==> src/rtl/frame_buffer_arbiter_if.sv <==
// Display-read, host-write and bank-swap handshakes of frame_buffer_arbiter.
// slave = arbiter side, master = scan engine / host side.
interface frame_buffer_arbiter_if #(
  parameter int ADDR_WIDTH  = 11,
  parameter int PIXEL_WIDTH = 24
);
  logic                     i_rd_req;
  logic [ADDR_WIDTH-1:0]    i_rd_addr;
  logic                     o_rd_ready;
  logic                     o_rd_valid;
  logic [PIXEL_WIDTH-1:0]   o_rd_data0;
  logic [PIXEL_WIDTH-1:0]   o_rd_data1;
  logic                     i_frame_end;
  logic                     i_wr_valid;
  logic [ADDR_WIDTH-1:0]    i_wr_addr;
  logic [1:0]               i_wr_sel;
  logic [2*PIXEL_WIDTH-1:0] i_wr_data;
  logic                     o_wr_ready;
  logic                     i_swap_req;
  logic                     o_swap_done;
  logic                     o_front_bank;

  modport slave (
    input  i_rd_req, i_rd_addr, i_frame_end,
    input  i_wr_valid, i_wr_addr, i_wr_sel, i_wr_data, i_swap_req,
    output o_rd_ready, o_rd_valid, o_rd_data0, o_rd_data1,
    output o_wr_ready, o_swap_done, o_front_bank
  );

  modport master (
    output i_rd_req, i_rd_addr, i_frame_end,
    output i_wr_valid, i_wr_addr, i_wr_sel, i_wr_data, i_swap_req,
    input  o_rd_ready, o_rd_valid, o_rd_data0, o_rd_data1,
    input  o_wr_ready, o_swap_done, o_front_bank
  );
endinterface

==> src/rtl/frame_buffer_arbiter.sv <==
// Double-buffered single-port pixel RAM arbiter: display reads the front bank, host writes
// the back bank, swaps only at frame end. Optional stats: FRAME_BUFFER_ARBITER_STATS_EN.
module frame_buffer_arbiter #(
  parameter int ADDR_WIDTH  = 11,
  parameter int PIXEL_WIDTH = 24,
  parameter int MAX_WAIT    = 15
) (
  input  logic                     i_clk,
  input  logic                     i_reset,
  frame_buffer_arbiter_if.slave    bus,
  output logic                     o_ram_en,
  output logic [1:0]               o_ram_we,
  output logic [ADDR_WIDTH:0]      o_ram_addr,
  output logic [2*PIXEL_WIDTH-1:0] o_ram_wdata,
  input  logic [2*PIXEL_WIDTH-1:0] i_ram_rdata
`ifdef FRAME_BUFFER_ARBITER_STATS_EN
  ,
  output logic [7:0]               o_stall_max,
  output logic [15:0]              o_swap_count
`endif
);

  localparam int         DATA_WIDTH = 2 * PIXEL_WIDTH;
  localparam logic [7:0] MAX_WAIT_C = 8'(MAX_WAIT);

  localparam logic [1:0] ST_IDLE    = 2'd0;
  localparam logic [1:0] ST_PENDING = 2'd1;
  localparam logic [1:0] ST_SWAP    = 2'd2;

  logic                  r_hold_valid;
  logic [ADDR_WIDTH-1:0] r_hold_addr;
  logic [1:0]            r_hold_sel;
  logic [DATA_WIDTH-1:0] r_hold_data;
  logic [7:0]            r_wait_cnt;
  logic [1:0]            r_swap_state;
  logic                  r_front_bank;
  logic                  r_rd_valid;

  logic w_wr_accept;
  logic w_wait_ok;
  logic w_rd_grant;
  logic w_wr_grant;
  logic w_swap_ok;

  assign w_wr_accept = bus.i_wr_valid & ~r_hold_valid;
  assign w_wait_ok   = (r_wait_cnt < MAX_WAIT_C);

  // Grants are masked during reset so a held write can never reach the RAM.
  assign w_rd_grant = ~i_reset & bus.i_rd_req & (~r_hold_valid | w_wait_ok);
  assign w_wr_grant = ~i_reset & r_hold_valid & ~w_rd_grant;

  assign w_swap_ok = bus.i_frame_end & ~r_hold_valid & ~bus.i_wr_valid;

  assign bus.o_rd_ready   = w_rd_grant;
  assign bus.o_wr_ready   = ~r_hold_valid;
  assign bus.o_rd_valid   = r_rd_valid;
  assign bus.o_rd_data0   = i_ram_rdata[DATA_WIDTH-1:PIXEL_WIDTH];
  assign bus.o_rd_data1   = i_ram_rdata[PIXEL_WIDTH-1:0];
  assign bus.o_swap_done  = (r_swap_state == ST_SWAP);
  assign bus.o_front_bank = r_front_bank;

  // A held write with sel == 0 still takes its grant slot but leaves the RAM idle.
  always_comb begin
    // NOTE: every output gets a default first so no path through this block infers a latch.
    o_ram_en    = 1'b0;
    o_ram_we    = 2'b00;
    o_ram_addr  = {r_front_bank, bus.i_rd_addr};
    o_ram_wdata = r_hold_data;
    if (w_rd_grant) begin
      o_ram_en = 1'b1;
    end else if (w_wr_grant) begin
      o_ram_en   = |r_hold_sel;
      o_ram_we   = r_hold_sel;
      o_ram_addr = {~r_front_bank, r_hold_addr};
    end
  end

  always_ff @(posedge i_clk) begin
    // NOTE: non-blocking assignments keep every register sampling pre-edge values.
    if (i_reset) begin
      r_hold_valid <= 1'b0;
    end else if (w_wr_accept) begin
      r_hold_valid <= 1'b1;
    end else if (w_wr_grant) begin
      r_hold_valid <= 1'b0;
    end
  end

  // NOTE: holding-register payload is not reset; it is only observed while r_hold_valid is set.
  always_ff @(posedge i_clk) begin
    if (w_wr_accept) begin
      r_hold_addr <= bus.i_wr_addr;
      r_hold_sel  <= bus.i_wr_sel;
      r_hold_data <= bus.i_wr_data;
    end
  end

  // Counts refusals of the held write; w_wait_ok makes it saturate at MAX_WAIT.
  always_ff @(posedge i_clk) begin
    if (i_reset) begin
      r_wait_cnt <= 8'd0;
    end else if (w_wr_grant) begin
      r_wait_cnt <= 8'd0;
    end else if (r_hold_valid && w_rd_grant && w_wait_ok) begin
      r_wait_cnt <= r_wait_cnt + 8'd1;
    end
  end

  always_ff @(posedge i_clk) begin
    if (i_reset) begin
      r_rd_valid <= 1'b0;
    end else begin
      r_rd_valid <= w_rd_grant;
    end
  end

  // The bank flips on the edge that ends the SWAP cycle, so reads in that cycle use the old bank.
  always_ff @(posedge i_clk) begin
    if (i_reset) begin
      r_swap_state <= ST_IDLE;
      r_front_bank <= 1'b0;
    end else begin
      case (r_swap_state)
        ST_IDLE: begin
          if (bus.i_swap_req) begin
            r_swap_state <= ST_PENDING;
          end
        end
        ST_PENDING: begin
          if (w_swap_ok) begin
            r_swap_state <= ST_SWAP;
          end
        end
        ST_SWAP: begin
          r_swap_state <= ST_IDLE;
          r_front_bank <= ~r_front_bank;
        end
        default: begin
          r_swap_state <= ST_IDLE;
        end
      endcase
    end
  end

`ifdef FRAME_BUFFER_ARBITER_STATS_EN
  logic [7:0]  r_stall_max;
  logic [15:0] r_swap_count;

  always_ff @(posedge i_clk) begin
    if (i_reset) begin
      r_stall_max  <= 8'd0;
      r_swap_count <= 16'd0;
    end else begin
      if (r_wait_cnt > r_stall_max) begin
        r_stall_max <= r_wait_cnt;
      end
      if (r_swap_state == ST_SWAP) begin
        r_swap_count <= r_swap_count + 16'd1;
      end
    end
  end

  assign o_stall_max  = r_stall_max;
  assign o_swap_count = r_swap_count;
`endif

endmodule
==> src/flat_wrapper.sv <==
// flat-port wrapper written by rule: the top's interface ports become plain ports
module frame_buffer_arbiter_flat 
#(
  parameter int ADDR_WIDTH  = 11,
  parameter int PIXEL_WIDTH = 24,
  parameter int MAX_WAIT    = 15
)
  (i_clk, i_reset, o_ram_en, o_ram_we, o_ram_addr, o_ram_wdata, i_ram_rdata, bus_i_rd_req, bus_i_rd_addr, bus_i_frame_end, bus_i_wr_valid, bus_i_wr_addr, bus_i_wr_sel, bus_i_wr_data, bus_i_swap_req, bus_o_rd_ready, bus_o_rd_valid, bus_o_rd_data0, bus_o_rd_data1, bus_o_wr_ready, bus_o_swap_done, bus_o_front_bank);
  frame_buffer_arbiter_if #(.ADDR_WIDTH(ADDR_WIDTH), .PIXEL_WIDTH(PIXEL_WIDTH)) bus_i ();
  input  logic i_clk;
  input  logic i_reset;
  output logic o_ram_en;
  output logic [1:0] o_ram_we;
  output logic [ADDR_WIDTH:0] o_ram_addr;
  output logic [2*PIXEL_WIDTH-1:0] o_ram_wdata;
  input  logic [2*PIXEL_WIDTH-1:0] i_ram_rdata;
  input wire logic [$bits(bus_i.i_rd_req)-1:0] bus_i_rd_req;
  input wire logic [$bits(bus_i.i_rd_addr)-1:0] bus_i_rd_addr;
  input wire logic [$bits(bus_i.i_frame_end)-1:0] bus_i_frame_end;
  input wire logic [$bits(bus_i.i_wr_valid)-1:0] bus_i_wr_valid;
  input wire logic [$bits(bus_i.i_wr_addr)-1:0] bus_i_wr_addr;
  input wire logic [$bits(bus_i.i_wr_sel)-1:0] bus_i_wr_sel;
  input wire logic [$bits(bus_i.i_wr_data)-1:0] bus_i_wr_data;
  input wire logic [$bits(bus_i.i_swap_req)-1:0] bus_i_swap_req;
  output wire logic [$bits(bus_i.o_rd_ready)-1:0] bus_o_rd_ready;
  output wire logic [$bits(bus_i.o_rd_valid)-1:0] bus_o_rd_valid;
  output wire logic [$bits(bus_i.o_rd_data0)-1:0] bus_o_rd_data0;
  output wire logic [$bits(bus_i.o_rd_data1)-1:0] bus_o_rd_data1;
  output wire logic [$bits(bus_i.o_wr_ready)-1:0] bus_o_wr_ready;
  output wire logic [$bits(bus_i.o_swap_done)-1:0] bus_o_swap_done;
  output wire logic [$bits(bus_i.o_front_bank)-1:0] bus_o_front_bank;
  assign bus_i.i_rd_req = bus_i_rd_req;
  assign bus_i.i_rd_addr = bus_i_rd_addr;
  assign bus_i.i_frame_end = bus_i_frame_end;
  assign bus_i.i_wr_valid = bus_i_wr_valid;
  assign bus_i.i_wr_addr = bus_i_wr_addr;
  assign bus_i.i_wr_sel = bus_i_wr_sel;
  assign bus_i.i_wr_data = bus_i_wr_data;
  assign bus_i.i_swap_req = bus_i_swap_req;
  assign bus_o_rd_ready = bus_i.o_rd_ready;
  assign bus_o_rd_valid = bus_i.o_rd_valid;
  assign bus_o_rd_data0 = bus_i.o_rd_data0;
  assign bus_o_rd_data1 = bus_i.o_rd_data1;
  assign bus_o_wr_ready = bus_i.o_wr_ready;
  assign bus_o_swap_done = bus_i.o_swap_done;
  assign bus_o_front_bank = bus_i.o_front_bank;
  frame_buffer_arbiter #(.ADDR_WIDTH(ADDR_WIDTH), .PIXEL_WIDTH(PIXEL_WIDTH), .MAX_WAIT(MAX_WAIT)) u_core (.i_clk(i_clk), .i_reset(i_reset), .bus(bus_i), .o_ram_en(o_ram_en), .o_ram_we(o_ram_we), .o_ram_addr(o_ram_addr), .o_ram_wdata(o_ram_wdata), .i_ram_rdata(i_ram_rdata));
endmodule
==> config.mk <==
export PLATFORM = sky130hd
export DESIGN_NAME = frame_buffer_arbiter_flat
export DESIGN_NICKNAME = d
export VERILOG_FILES = /design/src/rtl/frame_buffer_arbiter_if.sv /design/src/rtl/frame_buffer_arbiter.sv /design/src/flat_wrapper.sv
export SDC_FILE = /design/constraint.sdc
export NUM_CORES = 1
export LEC_CHECK = 0
export BUFFER_PORTS_ARGS = -buffer_cell sky130_fd_sc_hd__buf_2
export CORE_MARGIN = 3
export CORE_UTILIZATION = 39
export CTS_CLUSTER_DIAMETER = 80
export DETAILED_ROUTE_END_ITERATION = 7
export PLACE_DENSITY = 0.8
export SYNTH_ARGS = -nofsm -noshare
export SYNTH_HDL_FRONTEND = slang
export SYNTH_SLANG_ARGS = --single-unit
==> constraint.sdc <==
create_clock -name i_clk -period 5.35 [get_ports i_clk]
set_clock_uncertainty 0.15 [all_clocks]
set_input_delay 0.8025 -clock i_clk [delete_from_list [all_inputs] [get_ports i_clk]]
set_output_delay 0.8025 -clock i_clk [all_outputs]
set_load 0.02 [all_outputs]
==> results.json <==
{
  "status": "complete, no violations",
  "dp_hpwl_um": 4839,
  "switchingPower_w": 0.0002911,
  "antenna_found_initial": 2,
  "grt-ovfl-total": 0,
  "die_x_um": 93.33,
  "vias": 1843,
  "crit_chain": "clkinv_1, a311oi_4, mux2_2, buf_2",
  "fin_setup_tns_ns": 0,
  "hp-class": "reg2reg",
  "synthDistinctLibCells": 35,
  "synth_commonest_cells": "edfxtp_1 (61), buf_4 (49), dfxtp_1 (13), mux2_4 (7), nor3b_1 (7)",
  "cp_data_arrival_time_ns": 2.69,
  "relSlewSlack_pct": 30.70,
  "drt-pass1-iter-count": 4,
  "cts.sinks": 74,
  "p_leak_nw": 1.576,
  "grt_max_degree": 34,
  "fin_crit_sh_pct": 67.99,
  "pwr-share-seq_pct": 51.0,
  "intPower_w": 0.001023,
  "cts_buffer_depth": 2,
  "grt_usage_pct": 15.03,
  "rsz0062_at_grt": "false",
  "met3_length_um": 783,
  "viasPerCell": 4.678,
  "switching_share_pct": 22.15,
  "cp_num_buf_inv": 2,
  "slew_viol_final": 0,
  "synthArstFlopShare_pct": 0,
  "cts_buffers": 9,
  "path_class": "reg2out",
  "nNetsFinal": 417,
  "power_density_mw_per_mm2": 356.1,
  "die_area_mm2": 0.008710,
  "cp_slowest_stage_delay_ns": 0.91,
  "wl_per_cell_um": 15.98,
  "gp_congestion": 0.7818,
  "cp.required_ns": 4.40,
  "synth_nets": 313,
  "yosysTopAreaCell": "edfxtp_1",
  "synth_warnings": 0,
  "wl_met1_um": 2056,
  "antenna_violating_nets_post_route": 0,
  "floorplan.io_pins": 242,
  "root_buffer": "clkbuf_8",
  "cts_hold_buffers": 0,
  "cp-start-kind": "register",
  "fmax_mhz": 274.9,
  "wirelength_um": 6295,
  "fin_cells": 394,
  "start_util_pct": 40.57,
  "synth_most_common_cell": "edfxtp_1",
  "crit_family": "compound AO/OA/AOI/OAI gates",
  "post_cts_buffers": 0,
  "top_layer_used": "met5",
  "syn_area_mm2": 0.002974,
  "cts_resized": 0,
  "drtIter0Drc": 52,
  "clk_pin_slew_worst_paths_ns": 0.08,
  "fp.coreArea_mm2": 0.007331,
  "first_global_vias": 2017,
  "row_count": 31,
  "holdWs_ns": 0.3084,
  "ir_worst_vdd_v": 0.0002352,
  "port_buffers": 145,
  "crit_path_max_fanout": 14,
  "grt_pass1_wl_um": 9749,
  "tightest_slew_ns": 1.039,
  "hold_viol_final": 0,
  "ys_ff_latch": 74,
  "power_frac_clock_pct": 39.0,
  "syn2layout_area_growth_pct": 24.06,
  "worst_setup_path_end_kind": "output pin",
  "synth.area.top_cells": "edfxtp_1 (62%), buf_4 (12%), dfxtp_1 (8.8%)",
  "layout-drive-gt1-share_pct": 60.00,
  "syn_avg_cell_area_um2": 15.99,
  "comb_power_share_pct": 10.1,
  "cts_tree": "built",
  "drc": 0,
  "antenna_cells": 0,
  "drv_cap": 0,
  "die_h_um": 93.33,
  "wl_met2_um": 3302,
  "synth_seq_area_share_pct": 70.34,
  "ys.flop_type": "edfxtp_1",
  "htreeDepth": 3,
  "fin_crit_ns": 3.638,
  "slowest_stage": "a311oi_4",
  "synth_edf_count": 61,
  "placedCellCount": 378,
  "synth_cells": 186,
  "yosys.area.top_type_share_pct": 61.59,
  "clock_latency_ns": 0.32,
  "finalSetupViolCount": 0
}
-- final cells by class --
type / instances / area [µm²]
fillers: 622 / 3641
flip-flops and latches: 74 / 2092
repair buffers: 146 / 733.2
multi-input cells: 57 / 490.5
clock buffers: 10 / 127.6
well taps: 99 / 123.9
clock inverters: 6 / 115.1
inverters: 2 / 7.507
-- layer usage --
metal / vias up / track usage [%]
met5: - / 0
met3: 24 / 8.689
met4: 4 / 7.937
met2: 125 / 24.42
met1: 851 / 15.18
li1: 839 / -
-- layout by cell type (no fill, tap or decap), types with 2 or more instances in the layout --
| cell type | n |
|---|---|
| a41oi_1 | 2 |
| buf_2 | 145 |
| dfxtp_1 | 13 |
| nor2_1 | 6 |
| a31oi_1 | 2 |
| nand3_1 | 2 |
| mux2_4 | 7 |
| and2_2 | 2 |
| clkinv_4 | 2 |
| nor3b_1 | 7 |
| clkbuf_8 | 9 |
| bufinv_16 | 3 |
| and3_1 | 2 |
| mux2_2 | 4 |
| edfxtp_1 | 61 |
| o22ai_1 | 2 |
| nand2_1 | 3 |
| nor2b_1 | 2 |
-- power groups by stage --
stage	combinational [W]	sequential (W)	clock (W)
detailed placement	0.000134	0.000683	0
floorplan	0.0000944	0.000713	0
finish	0.000132	0.000670	0.000512
CTS	0.000134	0.000670	0.000527
global route	0.000143	0.000674	0.000555
global placement	0.000131	0.000682	0
-- logic make-up (layout without fill, tap and decap cells) --
family	after synthesis	in the layout	share of synthesized area [%]
DFF	74	74	70.34
AOI/OAI and AO/OA	12	12	3.492
muxes	11	11	5.048
xor gates and xnor gates	2	2	0.5891
and+or+nand+nor	31	31	6.689
buffers and inverters	55	164	13.42
adders and majority gates	1	1	0.4206
-- stage by stage --
stage	utilization (%)	worst slack, ns	power [W]	cell area (µm²)
after floorplan	-	1.191	0.0008078	2974
after global placement	47.02	1.840	0.0008132	3447
after detailed placement	47.02	1.825	0.0008172	3447
after CTS	50.33	1.642	0.001332	3690
after global routing	50.33	1.497	0.001371	3690
final	50.33	1.712	0.001314	3690
-- flip-flops by register name (all words and copies together) (netlist names) --
register                 count
u_core.r_hold_sel            2
u_core.r_swap_state          2
u_core.bus.o_front_bank      1
u_core.bus.o_rd_valid        1
u_core.r_hold_valid          1
u_core.r_hold_addr          11
u_core.r_wait_cnt            8
u_core.o_ram_wdata          48
-- path summary, 6_finish.rpt --
check                                             from                      to  slack [ns]  cells after the start
worst max-delay path               u_core.r_hold_valid           o_ram_addr[1]        1.71                      4
worst min-delay path            u_core.r_swap_state[1]  u_core.r_swap_state[0]        0.31                      1
worst max register to register     u_core.r_hold_valid  u_core.o_ram_wdata[12]        3.20                      2
worst min register to register  u_core.r_swap_state[1]  u_core.r_swap_state[0]        0.31                      1
-- worst reg2reg max path, stage by stage (launching register included) --
cell and delay [ns]:
dfxtp_1 0.42, nor2b_4 0.69, buf_4 0.53
(Power assumes the default switching activity.)
